## src/rtl/apb4_cpuif_pkg.sv

```systemverilog
// apb4_cpuif_pkg -- shared types and helpers for the APB4 to CPU-interface bridge.
//   state_e  : bridge FSM states
//   addr_lsb : number of low address bits dropped to word-align for a bus width
package apb4_cpuif_pkg;

  typedef enum logic [1:0] {
    ST_IDLE  = 2'd0,
    ST_ISSUE = 2'd1,
    ST_WAIT  = 2'd2,
    ST_RESP  = 2'd3
  } state_e;

  function automatic int unsigned addr_lsb(input int unsigned data_width);
    return $clog2(data_width / 8);
  endfunction

endpackage

```

## src/rtl/apb4_cpuif_bridge_if.sv

```systemverilog
// apb4_cpuif_bridge_if -- APB4 completer bus plus the internal CPU-interface request/ack bus.
//   slave  : bridge side (takes APB, drives cpuif_req*, takes cpuif acks)
//   master : environment side (APB requester and cpuif target)
interface apb4_cpuif_bridge_if #(
  parameter int DATA_WIDTH = 32,
  parameter int ADDR_WIDTH = 32
);
  // APB4
  logic                    PSEL;
  logic                    PENABLE;
  logic                    PWRITE;
  logic [2:0]              PPROT;
  logic [ADDR_WIDTH-1:0]   PADDR;
  logic [DATA_WIDTH-1:0]   PWDATA;
  logic [DATA_WIDTH/8-1:0] PSTRB;
  logic [DATA_WIDTH-1:0]   PRDATA;
  logic                    PREADY;
  logic                    PSLVERR;
  // CPU interface
  logic                    cpuif_req;
  logic                    cpuif_req_is_wr;
  logic [ADDR_WIDTH-1:0]   cpuif_addr;
  logic [DATA_WIDTH-1:0]   cpuif_wr_data;
  logic [DATA_WIDTH-1:0]   cpuif_wr_biten;
  logic                    cpuif_req_stall;
  logic                    cpuif_rd_ack;
  logic                    cpuif_rd_err;
  logic [DATA_WIDTH-1:0]   cpuif_rd_data;
  logic                    cpuif_wr_ack;
  logic                    cpuif_wr_err;

  modport slave (
    input  PSEL, PENABLE, PWRITE, PPROT, PADDR, PWDATA, PSTRB,
    output PRDATA, PREADY, PSLVERR,
    output cpuif_req, cpuif_req_is_wr, cpuif_addr, cpuif_wr_data, cpuif_wr_biten,
    input  cpuif_req_stall, cpuif_rd_ack, cpuif_rd_err, cpuif_rd_data, cpuif_wr_ack, cpuif_wr_err
  );

  modport master (
    output PSEL, PENABLE, PWRITE, PPROT, PADDR, PWDATA, PSTRB,
    input  PRDATA, PREADY, PSLVERR,
    input  cpuif_req, cpuif_req_is_wr, cpuif_addr, cpuif_wr_data, cpuif_wr_biten,
    output cpuif_req_stall, cpuif_rd_ack, cpuif_rd_err, cpuif_rd_data, cpuif_wr_ack, cpuif_wr_err
  );

endinterface

```

## src/rtl/apb4_cpuif_bridge.sv

```systemverilog
// apb4_cpuif_bridge -- APB4 completer that turns each APB transfer into one
// request on a simple CPU interface and returns the ack/err/data as the APB response.
//   clk    : single clock, rising edge
//   arst_n : asynchronous active-low reset
//   bus    : apb4_cpuif_bridge_if.slave (APB4 + cpuif signals)
// All outputs are registered. DATA_WIDTH must be 8, 16, 32 or 64.
// TIMEOUT_CYCLES bounds the WAIT state; 0 means wait forever.
module apb4_cpuif_bridge
  import apb4_cpuif_pkg::*;
#(
  parameter int DATA_WIDTH     = 32,
  parameter int ADDR_WIDTH     = 32,
  parameter int TIMEOUT_CYCLES = 16
) (
  input logic                clk,
  input logic                arst_n,
  apb4_cpuif_bridge_if.slave bus
);

  localparam logic [1:0] S_IDLE  = ST_IDLE;
  localparam logic [1:0] S_ISSUE = ST_ISSUE;
  localparam logic [1:0] S_WAIT  = ST_WAIT;
  localparam logic [1:0] S_RESP  = ST_RESP;

  localparam int                    LSB        = addr_lsb(DATA_WIDTH);
  localparam logic [ADDR_WIDTH-1:0] ALIGN_MASK = ~((ADDR_WIDTH'(1) << LSB) - ADDR_WIDTH'(1));
  localparam int                    CNT_W      = (TIMEOUT_CYCLES > 1) ? $clog2(TIMEOUT_CYCLES + 1) : 1;

  logic [1:0]            state;
  logic [CNT_W-1:0]      cnt;
  logic                  req;
  logic                  req_is_wr;
  logic [ADDR_WIDTH-1:0] addr;
  logic [DATA_WIDTH-1:0] wr_data;
  logic [DATA_WIDTH-1:0] wr_biten;
  logic [DATA_WIDTH-1:0] rdata;
  logic                  ready;
  logic                  slverr;

  logic [DATA_WIDTH-1:0] biten_nxt;
  logic                  ack;
  logic                  err;
  logic                  tmo;

  // Byte strobes to bit enables.
  always_comb begin
    biten_nxt = '0;
    for (int i = 0; i < DATA_WIDTH/8; i++) biten_nxt[i*8 +: 8] = {8{bus.PSTRB[i]}};
  end

  // Only the ack/err matching the captured direction counts.
  assign ack = req_is_wr ? bus.cpuif_wr_ack : bus.cpuif_rd_ack;
  assign err = req_is_wr ? bus.cpuif_wr_err : bus.cpuif_rd_err;
  // This WAIT cycle is the TIMEOUT_CYCLES-th one.
  assign tmo = (TIMEOUT_CYCLES != 0) && (int'(cnt) == TIMEOUT_CYCLES - 1);

  always_ff @(posedge clk or negedge arst_n) begin
    if (!arst_n) begin
      state     <= S_IDLE;
      cnt       <= '0;
      req       <= 1'b0;
      req_is_wr <= 1'b0;
      addr      <= '0;
      wr_data   <= '0;
      wr_biten  <= '0;
      rdata     <= '0;
      ready     <= 1'b0;
      slverr    <= 1'b0;
    end else begin
      case (state)
        S_IDLE: begin
          // Accept only the setup phase; PSEL drop later does not cancel.
          if (bus.PSEL && !bus.PENABLE) begin
            state     <= S_ISSUE;
            req       <= 1'b1;
            req_is_wr <= bus.PWRITE;
            addr      <= bus.PADDR & ALIGN_MASK;
            wr_data   <= bus.PWDATA;
            wr_biten  <= biten_nxt;
            cnt       <= '0;
          end
        end
        S_ISSUE: begin
          // While stalled the request (and any ack) is held off.
          if (!bus.cpuif_req_stall) begin
            req <= 1'b0;
            if (ack) begin
              state  <= S_RESP;
              ready  <= 1'b1;
              rdata  <= req_is_wr ? '0 : bus.cpuif_rd_data;
              slverr <= err;
            end else begin
              state <= S_WAIT;
            end
          end
        end
        S_WAIT: begin
          // Ack has priority over timeout in the same cycle.
          if (ack) begin
            state  <= S_RESP;
            ready  <= 1'b1;
            rdata  <= req_is_wr ? '0 : bus.cpuif_rd_data;
            slverr <= err;
          end else if (tmo) begin
            state  <= S_RESP;
            ready  <= 1'b1;
            rdata  <= '0;
            slverr <= 1'b1;
          end else begin
            cnt <= cnt + CNT_W'(1);
          end
        end
        default: begin
          state  <= S_IDLE;
          ready  <= 1'b0;
          rdata  <= '0;
          slverr <= 1'b0;
        end
      endcase
    end
  end

  assign bus.cpuif_req       = req;
  assign bus.cpuif_req_is_wr = req_is_wr;
  assign bus.cpuif_addr      = addr;
  assign bus.cpuif_wr_data   = wr_data;
  assign bus.cpuif_wr_biten  = wr_biten;
  assign bus.PRDATA          = rdata;
  assign bus.PREADY          = ready;
  assign bus.PSLVERR         = slverr;

endmodule

```

## src/flat_wrapper.sv

```systemverilog
// flat-port wrapper written by rule: the top's interface ports become plain ports
module apb4_cpuif_bridge_flat import apb4_cpuif_pkg::*;
#(
  parameter int DATA_WIDTH     = 32,
  parameter int ADDR_WIDTH     = 32,
  parameter int TIMEOUT_CYCLES = 16
)
  (clk, arst_n, bus_PSEL, bus_PENABLE, bus_PWRITE, bus_PPROT, bus_PADDR, bus_PWDATA, bus_PSTRB, bus_PRDATA, bus_PREADY, bus_PSLVERR, bus_cpuif_req, bus_cpuif_req_is_wr, bus_cpuif_addr, bus_cpuif_wr_data, bus_cpuif_wr_biten, bus_cpuif_req_stall, bus_cpuif_rd_ack, bus_cpuif_rd_err, bus_cpuif_rd_data, bus_cpuif_wr_ack, bus_cpuif_wr_err);
  apb4_cpuif_bridge_if #(.DATA_WIDTH(DATA_WIDTH), .ADDR_WIDTH(ADDR_WIDTH)) bus_i ();
  input logic clk;
  input logic arst_n;
  input wire logic [$bits(bus_i.PSEL)-1:0] bus_PSEL;
  input wire logic [$bits(bus_i.PENABLE)-1:0] bus_PENABLE;
  input wire logic [$bits(bus_i.PWRITE)-1:0] bus_PWRITE;
  input wire logic [$bits(bus_i.PPROT)-1:0] bus_PPROT;
  input wire logic [$bits(bus_i.PADDR)-1:0] bus_PADDR;
  input wire logic [$bits(bus_i.PWDATA)-1:0] bus_PWDATA;
  input wire logic [$bits(bus_i.PSTRB)-1:0] bus_PSTRB;
  output wire logic [$bits(bus_i.PRDATA)-1:0] bus_PRDATA;
  output wire logic [$bits(bus_i.PREADY)-1:0] bus_PREADY;
  output wire logic [$bits(bus_i.PSLVERR)-1:0] bus_PSLVERR;
  output wire logic [$bits(bus_i.cpuif_req)-1:0] bus_cpuif_req;
  output wire logic [$bits(bus_i.cpuif_req_is_wr)-1:0] bus_cpuif_req_is_wr;
  output wire logic [$bits(bus_i.cpuif_addr)-1:0] bus_cpuif_addr;
  output wire logic [$bits(bus_i.cpuif_wr_data)-1:0] bus_cpuif_wr_data;
  output wire logic [$bits(bus_i.cpuif_wr_biten)-1:0] bus_cpuif_wr_biten;
  input wire logic [$bits(bus_i.cpuif_req_stall)-1:0] bus_cpuif_req_stall;
  input wire logic [$bits(bus_i.cpuif_rd_ack)-1:0] bus_cpuif_rd_ack;
  input wire logic [$bits(bus_i.cpuif_rd_err)-1:0] bus_cpuif_rd_err;
  input wire logic [$bits(bus_i.cpuif_rd_data)-1:0] bus_cpuif_rd_data;
  input wire logic [$bits(bus_i.cpuif_wr_ack)-1:0] bus_cpuif_wr_ack;
  input wire logic [$bits(bus_i.cpuif_wr_err)-1:0] bus_cpuif_wr_err;
  assign bus_i.PSEL = bus_PSEL;
  assign bus_i.PENABLE = bus_PENABLE;
  assign bus_i.PWRITE = bus_PWRITE;
  assign bus_i.PPROT = bus_PPROT;
  assign bus_i.PADDR = bus_PADDR;
  assign bus_i.PWDATA = bus_PWDATA;
  assign bus_i.PSTRB = bus_PSTRB;
  assign bus_PRDATA = bus_i.PRDATA;
  assign bus_PREADY = bus_i.PREADY;
  assign bus_PSLVERR = bus_i.PSLVERR;
  assign bus_cpuif_req = bus_i.cpuif_req;
  assign bus_cpuif_req_is_wr = bus_i.cpuif_req_is_wr;
  assign bus_cpuif_addr = bus_i.cpuif_addr;
  assign bus_cpuif_wr_data = bus_i.cpuif_wr_data;
  assign bus_cpuif_wr_biten = bus_i.cpuif_wr_biten;
  assign bus_i.cpuif_req_stall = bus_cpuif_req_stall;
  assign bus_i.cpuif_rd_ack = bus_cpuif_rd_ack;
  assign bus_i.cpuif_rd_err = bus_cpuif_rd_err;
  assign bus_i.cpuif_rd_data = bus_cpuif_rd_data;
  assign bus_i.cpuif_wr_ack = bus_cpuif_wr_ack;
  assign bus_i.cpuif_wr_err = bus_cpuif_wr_err;
  apb4_cpuif_bridge #(.DATA_WIDTH(DATA_WIDTH), .ADDR_WIDTH(ADDR_WIDTH), .TIMEOUT_CYCLES(TIMEOUT_CYCLES)) u_core (.clk(clk), .arst_n(arst_n), .bus(bus_i));
endmodule
```

## config.mk

```make
export PLATFORM = sky130hd
export DESIGN_NAME = apb4_cpuif_bridge_flat
export DESIGN_NICKNAME = d
export VERILOG_FILES = /design/src/rtl/apb4_cpuif_pkg.sv /design/src/rtl/apb4_cpuif_bridge_if.sv /design/src/rtl/apb4_cpuif_bridge.sv /design/src/flat_wrapper.sv
export SDC_FILE = /design/constraint.sdc
export NUM_CORES = 1
export LEC_CHECK = 0
export ABC_AREA = 1
export CAP_MARGIN = 10
export CELL_PAD_IN_SITES_DETAIL_PLACEMENT = 0
export CELL_PAD_IN_SITES_GLOBAL_PLACEMENT = 1
export CORE_UTILIZATION = 31
export DETAILED_ROUTE_END_ITERATION = 12
export PLACE_DENSITY = 0.83
export SYNTH_ARGS = -nofsm -noshare
export SYNTH_HDL_FRONTEND = slang
export SYNTH_SLANG_ARGS = --single-unit
```

## constraint.sdc

```tcl
create_clock -name clk -period 3.59 [get_ports clk]
set_clock_uncertainty 0.2 [all_clocks]
set_input_delay 0.718 -clock clk [delete_from_list [all_inputs] [get_ports clk]]
set_output_delay 0.718 -clock clk [all_outputs]
set_load 0.01 [all_outputs]
```

* After elaboration in Yosys (flattened, before gate mapping) *
Cells that the tools add are included.

cells by class
  eq/ne operators = 9
  bitwise gates (word level) = 1
  reduce and logical (&&, ||, !) cells = 10
  mux-type cells = 30
  add/subtract/negate cells = 1

operators with widths
  kind                                                                   count
  32-bit 2-to-1 mux                                                      5
  32-bit case mux with 3 select lines                                    1
  5-bit 2-to-1 mux                                                       3
  1-bit 2-to-1 mux                                                       12
  5-bit case mux with 2 select lines                                     1
  2-bit 2-to-1 mux                                                       4
  4-bit AND reduction                                                    2
  2-bit != test, second input constant                                   3
  1-bit case mux with 3 select lines                                     2
  2-bit case mux with 3 select lines                                     1
  3-bit AND reduction                                                    2
  5-bit by 1-bit adder with 5-bit output, second input constant          1
  5-bit equality test, second input constant                             1
  2-bit by 1-bit != test with 1-bit output, second input constant        2
  2-bit nonzero test                                                     2
  3-bit by 1-bit != test with 1-bit output, second input constant        1
  2-bit by 1-bit equality test with 1-bit output, second input constant  1
  2-bit equality test, second input constant                             1
  2-bit zero test                                                        1
  1-bit case mux with 2 select lines                                     1
  2-bit AND reduction                                                    1
  1-bit logical AND                                                      1
  1-bit zero test                                                        1
  1-bit NOT                                                              1

storage, ports and cells
  flip-flop bits (word level) = 130
  input port bits = 113
  output and inout port bits = 132
  logic and storage cells = 61

* Longest topological paths before layout *
Gate-level depths: netlist (run 1).

  word-level depth = 4
  mapped depth = 11
  depth with buffers taken out = 10

* Least setup slack after synthesis (run 1) *
Ideal clock, no wire load.

  path kind = register to register
  start point = register u_core.cnt[0]
  end point = register u_core.ready, in the netlist u_core.bus.PREADY
  stages on the path, launching flop included = 12
  data arrival time = 1.485 ns
  path slack = 1.782 ns
  data required time = 3.267 ns
  library setup time = 0.123 ns
  period minus slack after synthesis = 1.808 ns
  path buffers = 1
  path through = dfrtp_1 -> ha_1 -> nand2_1 -> nor2_1 -> ha_1 -> nor2_1 -> nand3_2 -> nand2_4 -> nor2_8 -> buf_6 -> nand2_1 -> nand2_1

on the way
  word-level cells in the longest chain between the ends = 3

RTL lines
  what                                                       line                      source
  start, declared                                            apb4_cpuif_bridge.sv:30   logic [CNT_W-1:0] cnt;
  start signal, assigned                                     apb4_cpuif_bridge.sv:110  cnt <= cnt + CNT_W'(1);
  5-bit equality test                                        apb4_cpuif_bridge.sv:55   assign tmo = (TIMEOUT_CYCLES != 0) && (int'(cnt) == TIMEOUT_CYCLES - 1);
  3-bit by 1-bit != test with 1-bit output (no source line)  -
  4-bit AND reduction (no source line)                       -
  end signal, assigned                                       apb4_cpuif_bridge.sv:67   ready <= 1'b0;
  end signal, assigned                                       apb4_cpuif_bridge.sv:89   ready <= 1'b1;
  end signal, assigned                                       apb4_cpuif_bridge.sv:101  ready <= 1'b1;
  end, declared                                              apb4_cpuif_bridge.sv:37   logic ready;

No other way between the ends.
A chain may end at the register's enable or synchronous reset.

==> results_dict.tcl, run 1 <==
set metrics [dict create \
    leakage_nw 3.65 \
    die_area_um2 17200 \
    first_pass_iters 4 \
    synth_cell_type_count 29 \
    ant_nets 0 \
    drive_gt1_share_pct 4.88 \
    layout_commonest_cell "clkdlybuf4s50_1" \
    vias_per_cell 4.50 \
    tightestPinTransition_ns 0.720 \
    crit_fanout 9 \
    outcome "complete, no violations" \
    start_util_pct 32.1 \
    die_y_um 131 \
    fin_crit_sh_pct 67.8 \
    timing.final.hold_violations 0 \
    grt_pass1_vias 4513 \
    place_inst 1019 \
    cp.buffers_inverters 1 \
    cap_violations 0 \
    diodes 0 \
    wirelength_mm 14.7 \
    io_pins 245 \
    detail_route.wl_per_cell_um 14.2 \
    hold-worst-slack_ns 0.223 \
    drt-met1-wl_mm 6.98 \
    critPathRequiredTime_ns 2.67 \
    ir_drop_uv 367 \
    syn_inst 627 \
    fin_cells 1035 \
    grt_overflow 0 \
    cts_root_buf "clkbuf_16" \
    slowest_stage "clkdlybuf4s50_1" \
    grt_use_total_pct 17.4 \
    syn2layout_area_growth_pct 50.2 \
    wl_met3_um 876 \
    htreeDepth 3 \
    path_class "reg -> out" \
    ys_seq_area_share_pct 52.7 \
    fmax_mhz 411 \
    fin_nets 933 \
    yosys_warnings 0 \
    layout_min_cycle_time_ns 2.43 \
    start_kind "flop" \
    clock_sinks 109 \
    cts_buffer_depth 2 \
    post_cts_buffers 0 \
    slew_headroom_pct 52.0 \
    grt_pass1_wl_mm 24.2 \
    crit_path_cell_trace "clkdlybuf4s50_1" \
    dr.max_layer_used "met4" \
    post_cts_resized 0 \
    worst_slack_ns 1.16 \
    cellPowerDensity_nw_per_um2 798 \
    hp-class "in -> async" \
    io_buffers 237 \
    rows 46 \
    core_um2 16100 \
    maxSlewViolCount 0 \
    pre_cts_slack_ns 0.858 \
    clk_pin_slew_ns 0.08 \
    drc_errors 0 \
    cts_tree "yes" \
    cp-end-kind "output pin" \
    final_util_pct 48.3 \
    finalSetupTns_ns 0 \
    cp_top_family "buffers and inverters" \
    worstPathArrival_ns 1.52 \
    critPathMaxStageDelay_ns 0.62 \
    gp_congestion 0.730 \
    antenna_found_initial 0 \
    synth_area_um2 5180 \
    hpwl_mm 9.57 \
    holdBufCountCts 0 \
    rsz0062_at_grt "false" \
    die_x_um 131 \
    grt_max_degree 69 \
    layout_common_cells "236 x clkdlybuf4s50_1, 219 x nand2_1, 109 x dfrtp_1, 107 x nand3_1, 37 x nor2_1" \
    ys_ff_latch 109 \
    cts_buffers 9 \
    vias 4657 \
    wl_met2_mm 6.73 \
    nFillCells 1611 \
    synth_area_per_cell_um2 8.26 \
    first_iter_violations 183 \
    final-setup-viol-count 0 \
    clkLatencyLatePin_ns 0.35 \
]
[metal layers]
| layer | up-vias | global-route usage [%] |
|---|---|---|
| met4 | 0 | 5.43 |
| met2 | 138 | 27.1 |
| met5 | - | 0 |
| met3 | 10 | 4.17 |
| met1 | 2156 | 23.8 |
| li1 | 2353 | - |
[flip-flops by register name, summed over array words and instances, names as in the netlist]
| signal | count |
|---|---|
| u_core.bus.PRDATA | 32 |
| u_core.bus.cpuif_wr_data | 32 |
| u_core.bus.PREADY | 1 |
| u_core.cnt | 5 |
| u_core.state | 2 |
| u_core.bus.cpuif_req_is_wr | 1 |
| u_core.bus.cpuif_req | 1 |
| u_core.bus.cpuif_addr | 30 |
| u_core.bus.cpuif_wr_biten | 4 |
| u_core.bus.PSLVERR | 1 |
[synthesized netlist by cell type, drive strengths merged]
| master | instances | share of area [%] |
|---|---|---|
| nand2 | 224 | 17 |
| dfrtp | 109 | 53 |
| nand3 | 109 | 11 |
| buf | 51 | 6.9 |
| o21ai | 42 | 4.1 |
| nor2 | 40 | 3.3 |
| clkbuf | 20 | 1.6 |
| inv | 13 | 0.94 |
| ha | 6 | 1.4 |
| a21oi | 5 | 0.48 |
| or2 | 3 | 0.36 |
| nand4 | 2 | 0.24 |
| a31oi | 1 | 0.12 |
| clkinv | 1 | 0.072 |
| conb | 1 | 0.072 |
[layout make-up]
class	count	area [um2]	share of cell area (%)
clock inverter	6	72.6	0.933
sequential	109	2730	35.1
clock buffer	10	229	2.94
timing repair buffer	246	2450	31.5
inverter	14	52.6	0.676
tap	216	270	3.48
multi-input combinational	434	1970	25.4
[final timing paths]
check                                               from                      endpoint  slack, ns  cells past startpoint
max                        u_core.bus.cpuif_wr_biten[23]        bus_cpuif_wr_biten[21]       1.16                      1
min                                               arst_n         u_core.bus.PRDATA[28]       0.22                      1
max reg2reg                              u_core.state[0]    u_core.bus.cpuif_req_is_wr       1.22                      7
min reg2reg                 u_core.bus.cpuif_wr_data[26]  u_core.bus.cpuif_wr_data[26]       0.27                      2
max in group asynchronous                         arst_n  u_core.bus.cpuif_wr_data[22]       2.27                      2
min in group clk            u_core.bus.cpuif_wr_data[26]  u_core.bus.cpuif_wr_data[26]       0.27                      2
[logic make-up after synthesis]
family	Yosys count	share of synthesized area, %
buffers and inverters	85	9.47
flip-flops	109	52.7
AND/OR/NAND/NOR	378	31.7
adder cells (fa/ha/maj)	6	1.45
other	1	0.0724
AO/OA/AOI/OAI	48	4.66
[power by group]
group / switching [mW] / total, mW / internal [mW] / leakage (nW)
Combinational: 1.74 / 3.19 / 1.46 / 2.10
Clock: 0.477 / 1.03 / 0.549 / 0.143
Sequential: 0.301 / 1.98 / 1.68 / 1.41
Total: 2.51 / 6.20 / 3.69 / 3.65
[metrics by stage]
| stage | instance area [um2] | total power [mW] |
|---|---|---|
| final | 7780 | 6.20 |
| after detailed placement | 7470 | 5.24 |
| after global routing | 7780 | 6.65 |
| after floorplan | 5180 | 3.79 |
| after CTS | 7780 | 6.31 |
| after global placement | 7470 | 5.20 |
No activity file was read; power rests on OpenSTA's default activity.
==> inputs of run 2 (changes only) <==
--- a/config.mk
+++ b/config.mk
@@ -9,9 +9,9 @@
 export CAP_MARGIN = 10
 export CELL_PAD_IN_SITES_DETAIL_PLACEMENT = 0
 export CELL_PAD_IN_SITES_GLOBAL_PLACEMENT = 1
-export CORE_UTILIZATION = 31
+export CORE_UTILIZATION = 26
 export DETAILED_ROUTE_END_ITERATION = 12
-export PLACE_DENSITY = 0.83
+export PLACE_DENSITY = 0.74
 export SYNTH_ARGS = -nofsm -noshare
 export SYNTH_HDL_FRONTEND = slang
 export SYNTH_SLANG_ARGS = --single-unit
==> constraint.sdc (replaced) <==
create_clock -name clk -period 2.1 [get_ports clk]
set_clock_uncertainty 0.2 [all_clocks]
set_input_delay 0.42 -clock clk [delete_from_list [all_inputs] [get_ports clk]]
set_output_delay 0.42 -clock clk [all_outputs]
set_load 0.01 [all_outputs]
==> run 2 against run 1 <==
Against the previous run: sequential cell count is the same; design area grew 4.2%; sequential share of layout area shrank 1.3 points; critical path depth is the same; worst hold slack gained 0.048 ns; via count grew 1.3%; clock-buffer cell count is the same; global-route usage shrank 2.5 points; die area grew 19%; worst setup slack lost 1.1 ns; clock power grew 59%; register-to-register slack lost 1.1 ns; critical endpoint is now bus_cpuif_wr_biten[31]; largest cell class unchanged; highest routed layer unchanged.
==> results_dict.tcl, run 2 (synthesis results as in run 1) <==
set metrics [dict create \
    grt_pass1_wl_mm 24.0 \
    ir_drop_uv 603 \
    whs_endpoint "u_core.bus.cpuif_wr_data[31]" \
    grt_overflow 0 \
    min_from "u_core.bus.cpuif_wr_data[31]" \
    leakage_nw 3.75 \
    hpwl_mm 10.1 \
    first_iter_violations 216 \
    detail_route.wl_per_cell_um 13.8 \
    maxSlewViolCount 0 \
    fin_crit_sh_pct 95.5 \
    path_class "reg -> out" \
    io_pins 245 \
    start_util_pct 26.6 \
    crit_fanout 9 \
    slew_headroom_pct 57.9 \
    met1_usage_pct 20.0 \
    critPathRequiredTime_ns 1.48 \
    layout_min_cycle_time_ns 2.00 \
    die_x_um 143 \
    fmax_mhz 499 \
    crit_path_cell_trace "clkdlybuf4s50_1" \
    hp-class "reg -> reg" \
    syn2layout_area_growth_pct 56.4 \
    core_um2 19500 \
    hold_depth 2 \
    cts_buffer_depth 2 \
    htreeDepth 3 \
    final-setup-viol-count 0 \
    power.total_mw 11.1 \
    critPathMaxStageDelay_ns 0.57 \
    cap_violations 0 \
    clkLatencyLatePin_ns 0.34 \
    use_met2_pct 23.5 \
    cp-end-kind "output pin" \
    outcome "complete, no violations" \
    drc_errors 0 \
    reg2reg_from "u_core.cnt[0]" \
    rows 51 \
    ff2ff_path_depth 11 \
    clk_pin_slew_ns 0.08 \
    tightestPinTransition_ns 0.632 \
    wirelength_mm 15.2 \
    drive_gt1_share_pct 7.90 \
    grt_use_total_pct 14.9 \
    first_pass_iters 4 \
    io_buffers 237 \
    fin_cells 1100 \
    worstPathArrival_ns 1.38 \
    vias_per_cell 4.29 \
    finalSetupTns_ns 0 \
    cp.buffers_inverters 1 \
    cts_root_buf "clkbuf_16" \
    timing.final.hold_violations 0 \
    r2r_slack_ns 0.14 \
    vias 4716 \
    grt_max_degree 110 \
    cp_top_family "buffers and inverters" \
    gp_congestion 0.710 \
    cellPowerDensity_nw_per_um2 1370 \
    grt.busiest_layer "met2" \
    layout_common_cells "236 x clkdlybuf4s50_1, 219 x nand2_1, 107 x nand3_1, 104 x dfrtp_1, 35 x nor2_1" \
    use_met3_pct 3.79 \
    start_kind "flop" \
    fin_nets 950 \
    grt_pass1_vias 4539 \
    ant_nets 0 \
    nFillCells 1978 \
    rr_endpoint "u_core.bus.PRDATA[7]" \
    cts_tree "yes" \
    cts_buffers 9 \
    layout_commonest_cell "clkdlybuf4s50_1" \
    slowest_stage "clkdlybuf4s50_1" \
    place_inst 1080 \
    diodes 0 \
    clock_sinks 109 \
    die_y_um 143 \
    antenna_found_initial 0 \
    die_area_um2 20500 \
]
==> run 2: timing repair <==
| item | 4_1_cts | 5_1_grt |
|---|---|---|
| cloned | 0 | 1 |
| buffers inserted | 0 | 3 |
| resized for setup | 1 | 19 |
| hold buffers | 1 | 0 |
| setup endpoints to repair | 8 | 53 |
| pin swaps | 0 | 3 |
| hold endpoints to repair | 83 | 0 |
==> run 2: per-layer routing <==
metal,wire [um],vias to the layer above
met5,0,-
met4,173,0
met3,1120,10
met2,7040,131
met1,6880,2189
li1,-,2386
==> run 2: worst register-to-register path: cells and delay by family (launching register included) <==
family                     cells  cell delay (ns)
buffers and inverters          1             0.14
and+or+nand+nor                8             0.71
DFF                            1             0.42
adders and majority gates      2             0.38
==> run 2: worst max-delay path by stage <==
| stage | end | cells after the start | from | slack [ns] |
|---|---|---|---|---|
| finish | bus_cpuif_wr_biten[31] | 1 | u_core.bus.cpuif_wr_biten[24] | 0.1 |
| detailed placement | u_core.bus.PRDATA[18] | 7 | bus_cpuif_rd_ack | -0.06 |
| global route | u_core.bus.PRDATA[7] | 11 | u_core.cnt[0] | -0.00007 |
| CTS | bus_cpuif_wr_biten[14] | 1 | u_core.bus.cpuif_wr_biten[15] | 0.02 |
| global placement | u_core.bus.PRDATA[18] | 7 | bus_cpuif_rd_ack | -0.03 |
| floorplan | u_core.bus.PREADY | 11 | u_core.cnt[0] | 0.29 |
==> run 2: stage by stage <==
stage | worst slack (ns) | hold WS (ns) | utilization [%] | instance area, um2
CTS | 0.0221 | 0.275 | 41.0 | 7990
finish | 0.0950 | 0.270 | 41.6 | 8100
global route | -0.0000688 | 0.287 | 41.6 | 8100
detailed placement | -0.0582 | 0.258 | 39.6 | 7700
floorplan | 0.292 | -0.0756 | - | 5180
global placement | -0.0252 | 0.252 | 39.6 | 7700
==> run 2: final cells by class <==
class / count / area, um2 / area share, %
clock inverters: 5 / 36.3 / 0.448
flip-flops and latches: 109 / 2730 / 33.7
inverters: 14 / 52.6 / 0.649
clock buffers: 10 / 239 / 2.95
well taps: 265 / 332 / 4.09
repair buffers: 262 / 2710 / 33.5
multi-input cells: 435 / 2000 / 24.7
==> run 2: power breakdown <==
group          internal, mW  switching, mW  leakage, nW
Clock                 0.835          0.803        0.127
Sequential             2.89          0.510         1.40
Combinational          2.97           3.09         2.22
